--- src/rtl/overlap_window_address_manager_pkg.sv ---
// -----------------------------------------------------------------------------
// overlap_window_address_manager_pkg
//
// Shared definitions for the overlapped-window address manager:
//   - pow2()      : size of a power-of-two region from its address width
//   - clamp_hop() : maps a raw hop request onto the legal range 1..WIN
//
// A hop of zero, or one larger than the window, would break the invariant
// win_start <= deq_ptr.  Both cases are treated as "no overlap" (hop = WIN).
// -----------------------------------------------------------------------------
package overlap_window_address_manager_pkg;

  // Number of entries addressed by a field of the given width.
  function automatic int unsigned pow2(input int unsigned width);
    return 32'd1 << width;
  endfunction

  // Effective hop for a window of 'win' samples.
  function automatic int unsigned clamp_hop(input int unsigned hop,
                                            input int unsigned win);
    if (hop == 0 || hop > win) begin
      return win;
    end
    return hop;
  endfunction

endpackage : overlap_window_address_manager_pkg

--- src/rtl/overlap_window_address_manager_pipe_delay.sv ---
// -----------------------------------------------------------------------------
// pipe_delay
//
// Fixed-length register pipeline.  STAGES = 0 degenerates to a wire.
//
// Parameters:
//   WIDTH  - data width in bits
//   STAGES - number of register stages (>= 0)
//
// Ports:
//   clk    - clock
//   rst_n  - asynchronous active-low reset, clears every stage
//   data_i - pipeline input
//   data_o - data_i delayed by STAGES cycles
// -----------------------------------------------------------------------------
module pipe_delay #(
  parameter int WIDTH  = 1,
  parameter int STAGES = 1
) (
  input  logic             clk,
  input  logic             rst_n,
  input  logic [WIDTH-1:0] data_i,
  output logic [WIDTH-1:0] data_o
);

  if (STAGES == 0) begin : g_pass
    assign data_o = data_i;
  end else begin : g_pipe
    logic [WIDTH-1:0] stage_q [STAGES];

    // NOTE: every stage is reset, not just the valid bit; a reset in the
    // middle of a window must not let stale tags leak out afterwards.
    always_ff @(posedge clk or negedge rst_n) begin
      if (!rst_n) begin
        for (int i = 0; i < STAGES; i++) begin
          stage_q[i] <= '0;
        end
      end else begin
        stage_q[0] <= data_i;
        for (int i = 1; i < STAGES; i++) begin
          stage_q[i] <= stage_q[i-1];
        end
      end
    end

    assign data_o = stage_q[STAGES-1];
  end

endmodule : pipe_delay

--- src/rtl/overlap_window_address_manager.sv ---
// -----------------------------------------------------------------------------
// overlap_window_address_manager
//
// Address generator and occupancy tracker for the circular sample buffer that
// feeds overlapped analysis windows to the FFT.  Samples are written in order;
// reads walk a window of WIN samples starting at win_start.  When a window
// completes, win_start advances by the hop and reading restarts there, so
// WIN - hop samples are re-read by the next window.  The hop is sampled once
// per window (on its first read) and may change between windows.
//
// Parameters:
//   WINWIDTH   - log2 of window length WIN
//   ADDRWIDTH  - log2 of buffer depth DEPTH (must be >= WINWIDTH)
//   RD_LATENCY - RAM read latency applied to the rd_* outputs
//   HOP_RESET  - hop used for the window in progress after reset
//
// Ports:
//   clock, reset_n       - clock, asynchronous active-low reset
//   enqueue / dequeue    - write / read requests
//   hop                  - requested hop in samples (0 or > WIN means WIN)
//   full / empty / level - occupancy (level = samples still retained)
//   write_addr/read_addr - RAM addresses
//   write / read         - accepted write / read this cycle
//   window_addr          - sample index inside the current window
//   first / last         - read is sample 0 / WIN-1 of its window
//   rd_valid, rd_window_addr, rd_last - read tags aligned to RAM data
// -----------------------------------------------------------------------------
module overlap_window_address_manager
  import overlap_window_address_manager_pkg::*;
#(
  parameter int WINWIDTH   = 10,
  parameter int ADDRWIDTH  = 12,
  parameter int RD_LATENCY = 1,
  parameter int HOP_RESET  = 2 ** (WINWIDTH - 1)
) (
  input  logic                 clock,
  input  logic                 reset_n,
  input  logic                 enqueue,
  input  logic                 dequeue,
  input  logic [WINWIDTH:0]    hop,
  output logic                 full,
  output logic                 empty,
  output logic [ADDRWIDTH:0]   level,
  output logic [ADDRWIDTH-1:0] write_addr,
  output logic [ADDRWIDTH-1:0] read_addr,
  output logic                 write,
  output logic                 read,
  output logic [WINWIDTH-1:0]  window_addr,
  output logic                 first,
  output logic                 last,
  output logic                 rd_valid,
  output logic [WINWIDTH-1:0]  rd_window_addr,
  output logic                 rd_last
);

  // ---------------------------------------------------------------------------
  // Derived sizes
  // ---------------------------------------------------------------------------
  localparam int unsigned WIN   = pow2(WINWIDTH);
  localparam int unsigned DEPTH = pow2(ADDRWIDTH);
  localparam int          PW    = ADDRWIDTH + 1;  // pointer width (wrap bit)
  localparam int          HW    = WINWIDTH + 1;   // hop width (holds WIN)
  localparam int          TW    = WINWIDTH + 2;   // read tag width

  localparam logic [PW-1:0] DEPTH_P = PW'(DEPTH);

  if (ADDRWIDTH < WINWIDTH) begin : g_bad_cfg
    $error("overlap_window_address_manager: ADDRWIDTH must be >= WINWIDTH");
  end

  // ---------------------------------------------------------------------------
  // State
  // ---------------------------------------------------------------------------
  // Pointers carry one extra bit so that a buffer holding exactly DEPTH
  // samples is distinguishable from an empty one.
  logic [PW-1:0]       enq_ptr_q,   enq_ptr_d;
  logic [PW-1:0]       deq_ptr_q,   deq_ptr_d;
  logic [PW-1:0]       win_start_q, win_start_d;
  logic [WINWIDTH-1:0] win_cnt_q,   win_cnt_d;
  logic [HW-1:0]       hop_lat_q,   hop_lat_d;

  // ---------------------------------------------------------------------------
  // Combinational status and handshakes (all from current registers)
  // ---------------------------------------------------------------------------
  logic [HW-1:0] hop_eff;
  logic [HW-1:0] hop_used;
  logic [PW-1:0] next_start;

  assign hop_eff = HW'(clamp_hop(32'(hop), WIN));

  // Space is only reclaimed when a window completes, so occupancy is measured
  // from win_start rather than from the read pointer.
  assign level = enq_ptr_q - win_start_q;
  assign full  = (level == DEPTH_P);
  assign empty = (deq_ptr_q == enq_ptr_q);

  assign write = enqueue & ~full;
  assign read  = dequeue & ~empty;
  assign first = read & (win_cnt_q == '0);
  assign last  = read & (win_cnt_q == '1);

  // With a one-sample window the first read is also the last, and the hop
  // register has not been loaded yet, so the live hop is used directly.
  assign hop_used   = first ? hop_eff : hop_lat_q;
  assign next_start = win_start_q + PW'(hop_used);

  assign write_addr  = enq_ptr_q[ADDRWIDTH-1:0];
  assign read_addr   = deq_ptr_q[ADDRWIDTH-1:0];
  assign window_addr = win_cnt_q;

  // ---------------------------------------------------------------------------
  // Next-state logic
  // ---------------------------------------------------------------------------
  // NOTE: every signal driven here gets a default before any branch, so no
  // path leaves a value unassigned and no latch is inferred.
  always_comb begin
    enq_ptr_d   = enq_ptr_q;
    deq_ptr_d   = deq_ptr_q;
    win_start_d = win_start_q;
    win_cnt_d   = win_cnt_q;
    hop_lat_d   = hop_lat_q;

    if (write) begin
      enq_ptr_d = enq_ptr_q + PW'(1);
    end

    if (read) begin
      deq_ptr_d = deq_ptr_q + PW'(1);
      win_cnt_d = win_cnt_q + WINWIDTH'(1);

      if (first) begin
        hop_lat_d = hop_eff;
      end

      // End of window: rewind the read pointer to the start of the next
      // window, which overlaps the one just finished by WIN - hop samples.
      if (last) begin
        win_cnt_d   = '0;
        win_start_d = next_start;
        deq_ptr_d   = next_start;
      end
    end
  end

  // ---------------------------------------------------------------------------
  // State registers
  // ---------------------------------------------------------------------------
  // NOTE: sequential state uses non-blocking assignments so every register
  // samples the pre-edge values regardless of statement order.
  always_ff @(posedge clock or negedge reset_n) begin
    if (!reset_n) begin
      enq_ptr_q   <= '0;
      deq_ptr_q   <= '0;
      win_start_q <= '0;
      win_cnt_q   <= '0;
      hop_lat_q   <= HW'(HOP_RESET);
    end else begin
      enq_ptr_q   <= enq_ptr_d;
      deq_ptr_q   <= deq_ptr_d;
      win_start_q <= win_start_d;
      win_cnt_q   <= win_cnt_d;
      hop_lat_q   <= hop_lat_d;
    end
  end

  // ---------------------------------------------------------------------------
  // Read tags delayed to line up with RAM read data
  // ---------------------------------------------------------------------------
  logic [TW-1:0] tag_in;
  logic [TW-1:0] tag_out;

  assign tag_in = {read, window_addr, last};

  pipe_delay #(
    .WIDTH  (TW),
    .STAGES (RD_LATENCY)
  ) u_rd_delay (
    .clk    (clock),
    .rst_n  (reset_n),
    .data_i (tag_in),
    .data_o (tag_out)
  );

  assign rd_valid       = tag_out[TW-1];
  assign rd_window_addr = tag_out[TW-2:1];
  assign rd_last        = tag_out[0];

endmodule : overlap_window_address_manager

--- config.mk ---
export PLATFORM = sky130hd
export DESIGN_NAME = overlap_window_address_manager
export DESIGN_NICKNAME = d
export VERILOG_FILES = /design/src/rtl/overlap_window_address_manager_pkg.sv /design/src/rtl/overlap_window_address_manager_pipe_delay.sv /design/src/rtl/overlap_window_address_manager.sv
export SDC_FILE = /design/constraint.sdc
export NUM_CORES = 1
export LEC_CHECK = 0
export ABC_AREA = 0
export CELL_PAD_IN_SITES_DETAIL_PLACEMENT = 1
export CELL_PAD_IN_SITES_GLOBAL_PLACEMENT = 2
export CORE_UTILIZATION = 36
export CTS_BUF_LIST = sky130_fd_sc_hd__clkbuf_4 sky130_fd_sc_hd__clkbuf_8
export DETAILED_ROUTE_END_ITERATION = 6
export PLACE_DENSITY = 0.93
export SETUP_SLACK_MARGIN = 0.2
export SYNTH_ARGS = -nofsm -noshare
export SYNTH_HDL_FRONTEND = slang
export SYNTH_HIERARCHICAL = 1
export SYNTH_SLANG_ARGS = --single-unit
--- constraint.sdc ---
create_clock -name clock -period 7.45 [get_ports clock]
set_clock_uncertainty 0.15 [all_clocks]
set_input_delay 2.235 -clock clock [delete_from_list [all_inputs] [get_ports clock]]
set_output_delay 2.235 -clock clock [all_outputs]
set_load 0.005 [all_outputs]
* Word level (Yosys, flattened, before mapping)
Cells that the tools add are included.
Word-level totals: word-level logic and storage cells 31, output and inout port bits 65, input port bits 15, bits in registers 72
Cells by class: equal/unequal tests 3, bitwise operators 6, muxes and demuxes 6, order comparisons 1, $add $sub $neg 5, reductions and logical operators 4
Operators with widths (count):
- $mux W11 | 3
- $add A13 B1 Y13 const B | 2
- $add A13 B11 Y13 | 1
- $eq A13 B13 Y1 | 1
- $eq A13 B13 Y1 const B | 1
- $mux W13 | 1
- $sub A13 B13 Y13 | 1
- $gt A11 B11 Y1 const B | 1
- $logic_not A11 Y1 | 1
- $add A10 B1 Y10 const B | 1
- $eq A10 B10 Y1 const B | 1
- $logic_not A10 Y1 | 1
- $mux W10 | 1
- $and A1 B1 Y1 | 4
- $not A1 Y1 | 2
- $reduce_and A2 Y1 | 1
- $logic_or A1 B1 Y1 | 1
- $mux W1 | 1

* Logic depth before layout (Yosys ltp)
Gate-level depths: netlist of run 1.
depth in word-level cells 7, mapped depth 20, gate-level depth less buffers 18

* By module
Netlist of run 1, hierarchy kept.
By module, submodules not included:
- overlap_window_address_manager | area an instance 4421.7 um^2, sequential area each 1502.7 um^2, times used 1, cells an instance 516
- pipe_delay | area an instance 300.3 um^2, sequential area each 300.3 um^2, times used 1, cells an instance 12

* Worst setup path before layout of run 1
OpenSTA, ideal clock, no wires.
path kind input-to-output, start in dequeue, end out last, stages 5, path slack 1.950 ns, data required time 5.065 ns, path buffers 1, arrival time 3.115 ns, cell sequence o21ai_1 -> inv_2 -> nand4_1 -> inv_2 -> clkbuf_1
On the way: cells in the longest elaborated chain, start to end 2
RTL lines:
- start, declared | RTL line overlap_window_address_manager.sv:39 | input logic dequeue,
- $and A1 B1 Y1 | RTL line overlap_window_address_manager.sv:98 | assign read = dequeue & ~empty;
- $and A1 B1 Y1 | RTL line overlap_window_address_manager.sv:100 | assign last = read & (win_cnt_q == '1);
- end, declared | RTL line overlap_window_address_manager.sv:50 | output logic last,
No other way between the ends.

* Worst setup path in the final report of run 1
start reg enq_ptr_q[0], end out write
On the way: cells in the longest elaborated chain, start to end 4
RTL lines:
- start, declared | RTL line overlap_window_address_manager.sv:76 | logic [PW-1:0] enq_ptr_q, enq_ptr_d;
- start signal, assigned | RTL line overlap_window_address_manager.sv:158 | enq_ptr_q <= enq_ptr_d;
- $sub A13 B13 Y13 | RTL line overlap_window_address_manager.sv:93 | assign level = enq_ptr_q - win_start_q;
- $eq A13 B13 Y1 | RTL line overlap_window_address_manager.sv:94 | assign full = (level == DEPTH_P);
- $not A1 Y1 | RTL line overlap_window_address_manager.sv:97 | assign write = enqueue & ~full;
- $and A1 B1 Y1 | RTL line overlap_window_address_manager.sv:97
- end, declared | RTL line overlap_window_address_manager.sv:46 | output logic write,
No other way between the ends.

==> results.sh, run 1 <==
export IMPL_status="completed"
export IMPL_via_count=4020
export IMPL_postRouteAntennaNets=0
export IMPL_root_buffer="clkbuf_8"
export IMPL_drt_pass1_iter_count=4
export IMPL_final_nets=627
export IMPL_grt_pass1_vias=4126
export IMPL_drt_iter0_markers=209
export IMPL_fin_crit_sh_pct=87.5
export IMPL_synth_edff_count=0
export IMPL_internal_power_w=0.00110
export IMPL_avgViaCountPerCell=5.29
export IMPL_numCtsBuffers=9
export IMPL_dp_hpwl_mm=10.2
export IMPL_fillers=1536
export IMPL_setup_viol=0
export IMPL_htreeDepth=3
export IMPL_die_y_um=117
export IMPL_clock_path_buffers=2
export IMPL_setup_tns_ps=0
export IMPL_rsz0062_at_grt="false"
export IMPL_crit_required_ps=5070
export IMPL_finalMaxSlewViolations=0
export IMPL_syn_area_per_cell_um2=8.94
export IMPL_timing_fmax_mhz=153
export IMPL_max_slew_margin_pct=38.0
export IMPL_min_period_ps=6520
export IMPL_min_path_type="reg2reg"
export IMPL_rows=41
export IMPL_fin_ws_ps=930
export IMPL_maxCapViolations=0
export IMPL_wirelength_mm=13.4
export IMPL_grtUsageTotal_pct=20.5
export IMPL_pre_cts_ws_ps=1100
export IMPL_dominantRegCellSynth="dfrtp_1"
export IMPL_synth_cells=528
export IMPL_critical_path_class="reg2out"
export IMPL_p_leak_nw=2.58
export IMPL_gp_congestion=0.850
export IMPL_grt_first_pass_wirelength_mm=21.5
export IMPL_antenna_found_initial=0
export IMPL_synth_seq_cells=72
export IMPL_grt_max_degree=73
export IMPL_ys_types=61
export IMPL_async_reset_ff_share_pct=100
export IMPL_worstPathArrival_ps=4130
export IMPL_clkPwrFrac_pct=19.9
export IMPL_critPathLaunchType="register"
export IMPL_ir_drop_mv=0.173
export IMPL_synth_area_mm2=0.00472
export IMPL_path_clk_slew_ps=90
export IMPL_area_delta_synth_final_pct=21.6
export IMPL_hold_viol_final=0
export IMPL_comb_power_share_pct=46.3
export IMPL_ioPinCount=80
export IMPL_endpoint_kind="primary output"
export IMPL_power_density_mw_per_mm2=317
export IMPL_io_buffers=79
export IMPL_syn_nets=572
export IMPL_cts_resized=0
export IMPL_num_antenna_cells=0
export IMPL_power_frac_seq_pct=33.8
export IMPL_die_x_um=117
export IMPL_worst_slew_pin_slew_ps=930
export IMPL_die_area_mm2=0.0136
export IMPL_worstPathMaxFanout=12
export IMPL_clkSinkCount=72
export IMPL_p_sw_w=0.000721
export IMPL_ys_warnings_count=6
export IMPL_cts_tree="built"
export IMPL_wl_per_cell_um=17.6
export IMPL_post_cts_buffers=0
export IMPL_grt_overflow=0
export IMPL_cts_hold_buf=0
export IMPL_swShare_pct=39.6
export IMPL_drc=0
export IMPL_start_util_pct=37.1
export IMPL_core_area_mm2=0.0127
export IMPL_clock_latency_ps=360
export IMPL_seq_area_frac_synth_pct=38.2
export IMPL_final_layout_size_suffix_gt1_share_pct=5.95
sequential cells by signal (all words and copies together), names as in the netlist:
register / flops
hop_lat_q: 11
enq_ptr_q: 13
win_start_q: 13
u_rd_delay/data_o: 12
deq_ptr_q: 13
window_addr: 10
cell usage after synthesis, drive strengths merged, types with 3 or more instances:
library cell  instances  share of area [%]
clkbuf               14                1.1
xor2                 31                5.7
or3                   5               0.66
buf                  25                4.0
ha                   27                7.2
xnor2                18                3.3
o2111ai               3               0.56
o211ai                4               0.64
nor2b                 4               0.69
o21ai                53                5.6
a22o                  6                1.1
and3                  7               0.93
nand3b               12                1.9
inv                  35                2.8
a21oi                25                2.6
nand3                23                2.4
nand2b                5               0.66
nor4b                 3               0.87
nor3                 12                1.4
nor2                 30                2.4
nor4                  8                1.1
or2                   3               0.40
o21a                  6               0.95
a31oi                 4               0.53
nand4                 9                1.2
nand2                47                3.7
dfrtp                71                 38
and2                  4               0.53
o31a                  3               0.74
critical path: stages (launching register included):
cell and delay (ps):
dfrtp_1 490, inv_1 70, ha_1 220, fa_1 450, nor2b_4 150, o31a_4 180, a21oi_1 70, nor4_1 310
or4b_4 510, nor4b_4 590, or2b_2 260, inv_2 30, clkdlybuf4s50_1 430
through the flow:
step / utilization [%] / cells / cell area [um^2] / total power, W / hold slack (ps)
2_1_floorplan: - / 528 / 4720 / 0.00113 / 244
3_5_place_dp: 43.4 / 744 / 5520 / 0.00147 / 311
6_report: 45.1 / 760 / 5740 / 0.00182 / 331
3_3_place_gp: 43.4 / 744 / 5520 / 0.00143 / 302
4_1_cts: 45.1 / 760 / 5740 / 0.00184 / 334
5_1_grt: 45.1 / 760 / 5740 / 0.00195 / 371
final cells by class:
cell class	count	area, um^2	share of cell area, %
sequential	72	1800	31.4
tap	172	215	3.75
multi-input combinational	382	2550	44.4
clock inverter	7	103	1.79
timing repair buffer	83	816	14.2
inverter	35	131	2.29
clock buffer	9	124	2.16
kinds of logic after synthesis:
logic type                 Yosys count  synth area share, %
muxes                                2                0.450
AOI/OAI and AO/OA                  123                 16.2
buffers and inverters               74                 7.87
xor gates and xnor gates            49                 9.09
and+or+nand+nor                    179                 20.2
adders and majority gates           29                 8.00
DFF                                 72                 38.2
placed cells by master (no fill, tap or decap), types with 20 or more instances in the layout:
master,Yosys,layout
nor2_1,30,29
clkdlybuf4s50_1,0,78
ha_1,27,27
o21ai_1,20,20
nand3_1,23,23
dfrtp_1,71,71
xor2_1,31,31
a21oi_1,25,25
o21ai_0,33,33
nand2_1,47,47
inv_1,32,32
final timing paths:
path	startpoint	to	slack (ps)	cells after the start
max	enq_ptr_q[0]	write	930	12
min	window_addr[0]	u_rd_delay/data_o[1]	330	0
max reg2reg	enq_ptr_q[4]	deq_ptr_q[12]	2820	17
min reg2reg	window_addr[0]	u_rd_delay/data_o[1]	330	0
max in group asynchronous	reset_n	enq_ptr_q[3]	4610	2
min in group asynchronous	reset_n	enq_ptr_q[5]	1950	2
power by group through the flow:
stage	Clock, W	Sequential [W]	Combinational (W)
6_report	0.000362	0.000616	0.000844
5_1_grt	0.000383	0.000635	0.000929
4_1_cts	0.000370	0.000618	0.000852
3_5_place_dp	0	0.000626	0.000842
3_3_place_gp	0	0.000615	0.000813
2_1_floorplan	0	0.000571	0.000554
per-layer routing:
metal,share of wire [%],routed length (um),global-route usage [%],vias to the layer above
met2,48,6420,34.2,85
met3,3.9,518,2.70,14
met5,0,0,0,-
met4,1.2,167,6.16,0
met1,47,6250,27.7,1973
li1,-,-,-,1948
Power figures use the tool's default switching activity.
==> run 2: changes to the inputs <==
--- a/config.mk
+++ b/config.mk
@@ -11,6 +11,7 @@
 export CORE_UTILIZATION = 36
 export CTS_BUF_LIST = sky130_fd_sc_hd__clkbuf_4 sky130_fd_sc_hd__clkbuf_8
 export DETAILED_ROUTE_END_ITERATION = 6
+export MAX_ROUTING_LAYER = met4
 export PLACE_DENSITY = 0.93
 export SETUP_SLACK_MARGIN = 0.2
 export SYNTH_ARGS = -nofsm -noshare
==> run 2 against run 1 <==
Effect of this change:
- count of clock-buffer cells in the layout did not move
- via count is 2.4% higher
- sequential power about the same
- first-iteration DRC count did not move
==> results.sh, run 2 (same netlist as run 1, synthesis figures left out) <==
export IMPL_grtUsageTotal_pct=20.9
export IMPL_min_path_type="reg2reg"
export IMPL_crit_required_ps=5070
export IMPL_grt_first_pass_wirelength_mm=21.0
export IMPL_timing_rr_end="deq_ptr_q[12]"
export IMPL_final_common_cell="clkdlybuf4s50_1"
export IMPL_clock_path_buffers=2
export IMPL_hold_viol_final=0
export IMPL_postRouteAntennaNets=0
export IMPL_status="completed"
export IMPL_min_delay_start="window_addr[1]"
export IMPL_dp_hpwl_mm=9.97
export IMPL_path_clk_slew_ps=90
export IMPL_worst_path_buf_inv=3
export IMPL_grt_pass1_vias=4091
export IMPL_start_util_pct=37.1
export IMPL_cp_top_family="simple AND/OR/NAND/NOR gates"
export IMPL_drc=0
export IMPL_root_buffer="clkbuf_8"
export IMPL_core_area_mm2=0.0127
export IMPL_wirelength_mm=13.2
export IMPL_final_layout_size_suffix_gt1_share_pct=5.95
export IMPL_ioPinCount=80
export IMPL_path_cells="inv_1, ha_1, fa_1, nor2b_4, o31a_4, a21oi_1, nor4_1, or4b_4, nor4b_4, or2b_2, inv_2, clkdlybuf4s50_1"
export IMPL_finalMaxSlewViolations=0
export IMPL_cts_hold_buf=0
export IMPL_power_density_mw_per_mm2=310
export IMPL_rsz0062_at_grt="false"
export IMPL_die_area_mm2=0.0136
export IMPL_numCtsBuffers=9
export IMPL_max_slew_margin_pct=36.6
export IMPL_reg2reg_slack_ps=2960
export IMPL_worstPathArrival_ps=4160
export IMPL_top_regs="deq_ptr_q x13, enq_ptr_q x13, win_start_q x13"
export IMPL_min_period_ps=6550
export IMPL_crit_slowest_cell="nor4b_4"
export IMPL_critical_path_class="reg2out"
export IMPL_die_y_um=117
export IMPL_grt_max_degree=73
export IMPL_final_nets=627
export IMPL_cts_resized=0
export IMPL_critPathLaunchType="register"
export IMPL_hold_path_cell_count=0
export IMPL_io_buffers=79
export IMPL_grt_overflow=0
export IMPL_design_area_mm2=0.00570
export IMPL_worstPathMaxFanout=12
export IMPL_die_x_um=117
export IMPL_wl_per_cell_um=17.3
export IMPL_gp_congestion=0.847
export IMPL_reg2reg_from="enq_ptr_q[4]"
export IMPL_avgViaCountPerCell=5.41
export IMPL_antenna_found_initial=0
export IMPL_drt_iter0_markers=209
export IMPL_p_leak_nw=2.56
export IMPL_setup_tns_ps=0
export IMPL_setup_viol=0
export IMPL_post_cts_buffers=0
export IMPL_hold_path_end="u_rd_delay/data_o[2]"
export IMPL_timing_fmax_mhz=153
export IMPL_rows=41
export IMPL_worst_path_largest_cell_delay_ps=600
export IMPL_drt_pass1_iter_count=4
export IMPL_fillers=1521
export IMPL_htreeDepth=3
export IMPL_via_count=4115
export IMPL_clkSinkCount=72
export IMPL_ir_drop_mv=0.158
export IMPL_maxCapViolations=0
export IMPL_cts_tree="built"
export IMPL_post_dp_cell_area_mm2=0.00552
export IMPL_num_antenna_cells=0
export IMPL_clock_latency_ps=370
export IMPL_fin_crit_sh_pct=87.9
export IMPL_endpoint_kind="primary output"
export IMPL_mostFrequentLayoutCells="clkdlybuf4s50_1 (78), dfrtp_1 (71), nand2_1 (47), o21ai_0 (33), inv_1 (32)"
export IMPL_reg2reg_depth=17
export IMPL_worst_slew_pin_slew_ps=951
export IMPL_area_delta_synth_final_pct=20.7
[run 2: cell count changes in the layout (fill, tap and decap cells not counted), sizes merged]
| cell | previous run | this run |
|---|---|---|
| bufinv | 2 | 0 |
| inv | 37 | 39 |
| clkinv | 2 | 1 |
| clkinvlp | 1 | 2 |
[run 2: cell type report]
class	count	area, um^2	area share, %
sequential	72	1800	31.6
multi-input combinational	382	2550	44.7
tap	172	215	3.78
clock inverter	7	61.3	1.08
timing repair buffer	83	816	14.3
inverter	35	131	2.30
clock buffer	9	124	2.17
[run 2: worst max-delay path by stage]
stage | cells after the start | to | slack (ps) | start
final | 12 | write | 900 | enq_ptr_q[0]
after global routing | 12 | write | 680 | enq_ptr_q[0]
after floorplan | 5 | last | 1950 | dequeue
after detailed placement | 6 | last | 1120 | dequeue
after global placement | 6 | last | 1150 | dequeue
after CTS | 12 | write | 850 | enq_ptr_q[0]
[run 2: worst register-to-register path, cell delays in order (launching register included)]
cell and delay, ps:
dfrtp_1 550, xor2_1 230, nor4_1 290, nand2_1 150, o21ai_1 370, nor2_2 120, buf_4 240, o21ai_0 380
inv_1 110, fa_1 440, nor2b_1 180, o2111ai_1 170, a31oi_1 270, nand3_1 140, a21boi_0 150, o21ai_0 130
xor2_1 170, o21ai_0 170
[run 2: power breakdown]
group / leakage, nW / internal [W] / switching, W / total (W)
sequential: 0.909 / 0.000486 / 0.000129 / 0.000615
combinational: 1.56 / 0.000424 / 0.000420 / 0.000845
clock: 0.0888 / 0.000127 / 0.000178 / 0.000305
[run 2: through the flow]
stage	std cells	utilization, %	setup slack [ps]	power [W]	hold slack [ps]
after global placement	744	43.4	1150	0.00143	302
final	760	44.8	902	0.00177	325
after CTS	760	44.8	848	0.00178	331
after floorplan	528	-	1950	0.00113	244
after detailed placement	744	43.4	1120	0.00147	310
after global routing	760	44.8	683	0.00189	348
[run 2: metal layers]
layer | GRT usage [%] | vias up | wire, um
met2 | 33.4 | 99 | 6410
met5 | - | - | 0
met3 | 2.96 | 17 | 573
met4 | 6.08 | 0 | 204
li1 | - | 1953 | -
met1 | 27.5 | 2046 | 5970
